--- config.mk ---
export PLATFORM = sky130hd
export DESIGN_NAME = clk_rst_seq
export DESIGN_NICKNAME = d
export VERILOG_FILES = /design/src/rtl/clk_rst_seq.sv
export SDC_FILE = /design/constraint.sdc
export NUM_CORES = 1
export LEC_CHECK = 0
export BUFFER_PORTS_ARGS = -buffer_cell sky130_fd_sc_hd__buf_2
export CAP_MARGIN = 20
export CORE_MARGIN = 1.5
export CORE_UTILIZATION = 51
export CTS_CLUSTER_SIZE = 16
export DETAILED_ROUTE_END_ITERATION = 16
export PLACE_DENSITY = 0.77
export REMOVE_ABC_BUFFERS = 1
export SYNTH_ARGS = -nofsm -noshare
export SYNTH_HDL_FRONTEND = slang
export SYNTH_SLANG_ARGS = --single-unit
--- constraint.sdc ---
create_clock -name BUS_CLK -period 1.94 [get_ports BUS_CLK]
set_input_delay 0.388 -clock BUS_CLK [delete_from_list [all_inputs] [get_ports BUS_CLK]]
set_output_delay 0.388 -clock BUS_CLK [all_outputs]
set_load 0.02 [all_outputs]
--- src/rtl/clk_rst_seq.sv ---
// Lock-qualified reset sequencer: synchronizes the DCM LOCKED indication and
// releases BUS_RST only after lock has been stable and a hold period has elapsed.
module clk_rst_seq #(
  parameter int SYNC_STAGES   = 2,
  parameter int STABLE_CYCLES = 1024,
  parameter int HOLD_CYCLES   = 16,
  parameter int CNT_WIDTH     = 8
) (
  input  logic                 BUS_CLK,
  input  logic                 RST_N,
  input  logic                 LOCKED,
  input  logic                 SOFT_RST,
  input  logic                 CLR_STATUS,
  output logic                 BUS_RST,
  output logic                 READY,
  output logic                 LOCK_LOST,
  output logic [CNT_WIDTH-1:0] LOSS_CNT,
  output logic [1:0]           STATE
);

  localparam int CNT_MAX = (STABLE_CYCLES > HOLD_CYCLES) ? STABLE_CYCLES : HOLD_CYCLES;
  localparam int CW      = (CNT_MAX > 1) ? $clog2(CNT_MAX) : 1;
  localparam logic [CW-1:0] STABLE_LAST = CW'(STABLE_CYCLES - 1);
  localparam logic [CW-1:0] HOLD_LAST   = CW'(HOLD_CYCLES - 1);

  typedef enum logic [1:0] {
    WAIT_LOCK = 2'd0,
    STABLE    = 2'd1,
    HOLD      = 2'd2,
    RUN       = 2'd3
  } state_t;

  state_t                 state_q, state_d;
  logic [CW-1:0]          cnt_q, cnt_d;
  logic [SYNC_STAGES-1:0] sync_q, sync_d;
  logic                   bus_rst_q, bus_rst_d;
  logic                   ready_q, ready_d;
  logic                   lock_lost_q, lock_lost_d;
  logic [CNT_WIDTH-1:0]   loss_cnt_q, loss_cnt_d;
  logic                   locked_s;
  logic                   loss;

  assign sync_d   = {sync_q[SYNC_STAGES-2:0], LOCKED};
  assign locked_s = sync_q[SYNC_STAGES-1];

  always_ff @(posedge BUS_CLK or negedge RST_N) begin
    if (!RST_N) begin
      state_q     <= WAIT_LOCK;
      cnt_q       <= '0;
      sync_q      <= '0;
      bus_rst_q   <= 1'b1;
      ready_q     <= 1'b0;
      lock_lost_q <= 1'b0;
      loss_cnt_q  <= '0;
    end else begin
      state_q     <= state_d;
      cnt_q       <= cnt_d;
      sync_q      <= sync_d;
      bus_rst_q   <= bus_rst_d;
      ready_q     <= ready_d;
      lock_lost_q <= lock_lost_d;
      loss_cnt_q  <= loss_cnt_d;
    end
  end

  // Loss of synchronized lock wins over every other transition, including SOFT_RST.
  always_comb begin
    state_d = state_q;
    cnt_d   = cnt_q;
    loss    = 1'b0;
    case (state_q)
      WAIT_LOCK: begin
        cnt_d = '0;
        if (locked_s) state_d = STABLE;
      end
      STABLE: begin
        if (!locked_s) begin
          state_d = WAIT_LOCK;
          cnt_d   = '0;
          loss    = 1'b1;
        end else if (cnt_q == STABLE_LAST) begin
          state_d = HOLD;
          cnt_d   = '0;
        end else begin
          cnt_d = cnt_q + CW'(1);
        end
      end
      HOLD: begin
        if (!locked_s) begin
          state_d = WAIT_LOCK;
          cnt_d   = '0;
          loss    = 1'b1;
        end else if (cnt_q == HOLD_LAST) begin
          state_d = RUN;
          cnt_d   = '0;
        end else begin
          cnt_d = cnt_q + CW'(1);
        end
      end
      RUN: begin
        if (!locked_s) begin
          state_d = WAIT_LOCK;
          cnt_d   = '0;
          loss    = 1'b1;
        end else if (SOFT_RST) begin
          state_d = HOLD;
          cnt_d   = '0;
        end
      end
      default: begin
        state_d = WAIT_LOCK;
        cnt_d   = '0;
      end
    endcase
  end

  // Outputs are decoded from the next state so they register on the same edge.
  always_comb begin
    bus_rst_d   = (state_d != RUN);
    ready_d     = (state_d == RUN);
    lock_lost_d = CLR_STATUS ? 1'b0 : lock_lost_q;
    loss_cnt_d  = CLR_STATUS ? '0 : loss_cnt_q;
    if (loss) begin
      lock_lost_d = 1'b1;
      if (loss_cnt_d != {CNT_WIDTH{1'b1}}) loss_cnt_d = loss_cnt_d + CNT_WIDTH'(1);
    end
  end

  assign BUS_RST   = bus_rst_q;
  assign READY     = ready_q;
  assign LOCK_LOST = lock_lost_q;
  assign LOSS_CNT  = loss_cnt_q;
  assign STATE     = state_q;

endmodule

==> impl_metrics.py <==
metrics = {
    "outcome": {
        "status": "finished, violations left",
        "violations": "negative setup slack",
    },
    "setup_path": {
        "start_kind": "flop",
        "cp_num_buf_inv": 2,
        "critPathTopFamily": "simple AND/OR/NAND/NOR gates",
        "max_stage_delay_ns": 0.55,
        "worstPathCellList": "or4_4, nor4_4, buf_4, a2bb2oi_4, buf_6, nand3b_1, o311ai_2",
        "crit_required_ns": 2.17,
        "path_class": "reg2reg",
        "end_kind": "flop",
        "arrival_ns": 2.27,
        "worstPathMaxFanout": 4,
        "slowest_stage": "or4_4",
    },
    "drt": {
        "drc": 0,
        "routed_wl_um": 3240,
        "first_pass_iters": 4,
        "drtAntennaViolNets": 0,
        "via_count": 1249,
        "wl_per_cell_um": 15.58,
        "drt-initial-drc-count": 23,
        "vias_per_cell": 6.005,
    },
    "timing": {
        "skew_ns": 0.01545,
        "slew_headroom_pct": 62.95,
        "fmax_ghz": 0.4905,
        "fin_hold_ws_ns": 0.01002,
        "slew_violations": 0,
        "fin_crit_ns": 2.039,
        "rsz0062_at_grt": "true",
        "worst_pin_slew_ns": 0.5557,
        "setup_slack_ns": -0.09862,
        "setup_viol": 9,
        "finalCritPeriodShare_pct": 105.1,
        "finalHoldViolCount": 0,
    },
    "floorplan": {
        "die_height_um": 54.97,
        "die_w_um": 54.97,
        "die_area_mm2": 0.003022,
        "start_util_pct": 54.61,
        "core_area_mm2": 0.002522,
        "pin_count": 18,
        "rows": 18,
    },
    "cells_and_area": {
        "final_cell_mix": "dfrtp_1, buf_4, buf_2, nand2_1, inv_1",
        "area_delta_synth_final_pct": 29.70,
        "antenna_cells": 0,
        "nets": 190,
        "drive_gt1_share_pct": 38.20,
        "fillers": 171,
        "final_common_cell": "dfrtp_1",
    },
    "clock_tree": {
        "cts_tree": "done",
        "cts_buffers": 3,
        "path_clk_slew_ns": 0.16,
        "cts.root.buffer_cell": "clkbuf_4",
        "htreeDepth": 1,
        "clock_sinks": 25,
        "clk_latency_ns": 0.34,
        "clk_path_buf_depth": 2,
    },
    "hold_path": {
        "worstHoldPathType": "in2async",
    },
    "synthesis": {
        "async_flop_share_pct": 100.0,
        "ys.flop_type": "dfrtp_1",
        "yosysSeqAreaShare_pct": 45.50,
        "synth_seq_cells": 25,
        "synthCells": 139,
        "synth_warnings": 0,
        "synth_area_mm2": 0.001378,
        "synth-edff-count": 0,
        "ys_types": 45,
        "syn_avg_cell_area_um2": 9.911,
    },
    "global_routing": {
        "first_global_vias": 1081,
        "grt_max_degree": 26,
        "grt_usage_pct": 21.75,
        "antenna_found_initial": 0,
        "overflow": 0,
        "grt_pass1_wl_um": 4705,
    },
    "power_and_ir_drop": {
        "p_leak_nw": 0.8401,
        "finalPower_mw": 1.281,
        "peakVddDrop_uv": 565.5,
        "powerDensity_mw_per_mm2": 716.7,
    },
    "placement": {
        "dp_hpwl_um": 2134,
        "port-buffer-count": 17,
        "gp_congestion": 0.8086,
        "dp_slack_ns": -0.04618,
    },
    "flow_run": {
        "cap_violations": 0,
    },
}
registers in the layout (all words and copies together), names as in the netlist:
signal	cells
cnt_q	10
LOSS_CNT	8
STATE	2
sync_q	2
BUS_RST	1
LOCK_LOST	1
READY	1
per-stage QoR:
stage / instance area, um^2 / cells / util (%) / TNS (ns)
2_1_floorplan: 1351 / 135 / - / -0.1592
3_3_place_gp: 1602 / 199 / 63.49 / 0
3_5_place_dp: 1602 / 199 / 63.49 / -0.2637
4_1_cts: 1638 / 203 / 64.93 / -0.1556
5_1_grt: 1787 / 208 / 70.83 / -1.189
6_report: 1787 / 208 / 70.83 / -0.3556
synthesized netlist by cell type, types with 2 or more instances:
master | n | share of area (%)
a211oi_1 | 2 | 1.1
ha_1 | 6 | 5.4
nand2_1 | 13 | 3.5
nor3_1 | 5 | 1.8
nor2b_1 | 5 | 2.3
nand3_1 | 6 | 2.2
nand3b_1 | 2 | 1.1
a21oi_1 | 6 | 2.2
o2bb2ai_1 | 4 | 2.5
nor2_1 | 6 | 1.6
a31oi_1 | 2 | 0.91
xnor2_1 | 2 | 1.3
o22ai_1 | 2 | 0.91
nand4_1 | 4 | 1.8
o21ai_0 | 6 | 2.2
dfrtp_1 | 24 | 44
nor4b_1 | 2 | 1.3
inv_1 | 7 | 1.9
and3_1 | 5 | 2.3
nand2b_1 | 3 | 1.4
buf_4 | 3 | 1.6
kinds of logic (layout without fill, tap and decap cells):
family / Yosys count / after routing / synth area share [%]
buffers and inverters: 11 / 50 / 3.815
adders and majority gates: 6 / 6 / 5.449
DFF: 25 / 25 / 45.50
xor gates and xnor gates: 3 / 3 / 1.908
and+or+nand+nor: 61 / 61 / 26.07
AOI/OAI and AO/OA: 31 / 31 / 15.71
muxes: 2 / 2 / 1.544
routing by layer:
| layer | track usage, % | share of wire (%) | vias to the layer above |
|---|---|---|---|
| li1 | - | - | 590 |
| met1 | 26.06 | 41 | 623 |
| met2 | 38.89 | 54 | 28 |
| met3 | 4.032 | 3.5 | 8 |
| met4 | 7.317 | 1.8 | 0 |
| met5 | 0 | 0 | - |
power by group:
| part | leakage, nW | internal (mW) | total [mW] | switching (mW) |
|---|---|---|---|---|
| Clock | 0.0183 | 0.0841 | 0.262 | 0.178 |
| Sequential | 0.336 | 0.561 | 0.599 | 0.0383 |
| Combinational | 0.486 | 0.191 | 0.420 | 0.228 |
| Total | 0.840 | 0.836 | 1.28 | 0.444 |
final cells by class:
cell class                      count  area (um^2)  share of cell area (%)
Multi-Input combinational cell    103        802.0                   44.89
Sequential cell                    25        628.1                   35.15
Timing Repair Buffer               39        261.5                   14.64
Tap cell                           30        37.54                   2.101
Inverter                            7        26.28                   1.471
Clock buffer                        3        22.52                   1.261
Clock inverter                      1        8.758                  0.4902
final timing paths:
| check | start | endpoint | slack, ns | cells after the start |
|---|---|---|---|---|
| max in group asynchronous | RST_N | STATE[0] | 1.54 | 1 |
| min in group BUS_CLK | LOCKED | sync_q[0] | 0.14 | 1 |
| hold / removal | RST_N | STATE[1] | 0.01 | 1 |
| setup / recovery | cnt_q[8] | cnt_q[7] | -0.1 | 7 |
| hold reg to reg | sync_q[0] | sync_q[1] | 0.37 | 0 |
| setup reg to reg | cnt_q[8] | cnt_q[7] | -0.1 | 7 |
worst reg2reg max path: cells and delay by family (launching register included):
kind            cells  cell delay, ns
buf+inv             2            0.32
compound gates      2            0.32
flops               1            0.41
simple gates        3            0.89
what timing repair did:
item,4_1_cts,5_1_grt
buffers inserted,0,5
endpoints found under the setup margin,9,12
gates resized for setup,2,26
cloned,0,0
pin swaps,3,12
hold buffers,0,0
Note: power is estimated with default switching activity, not from simulation.
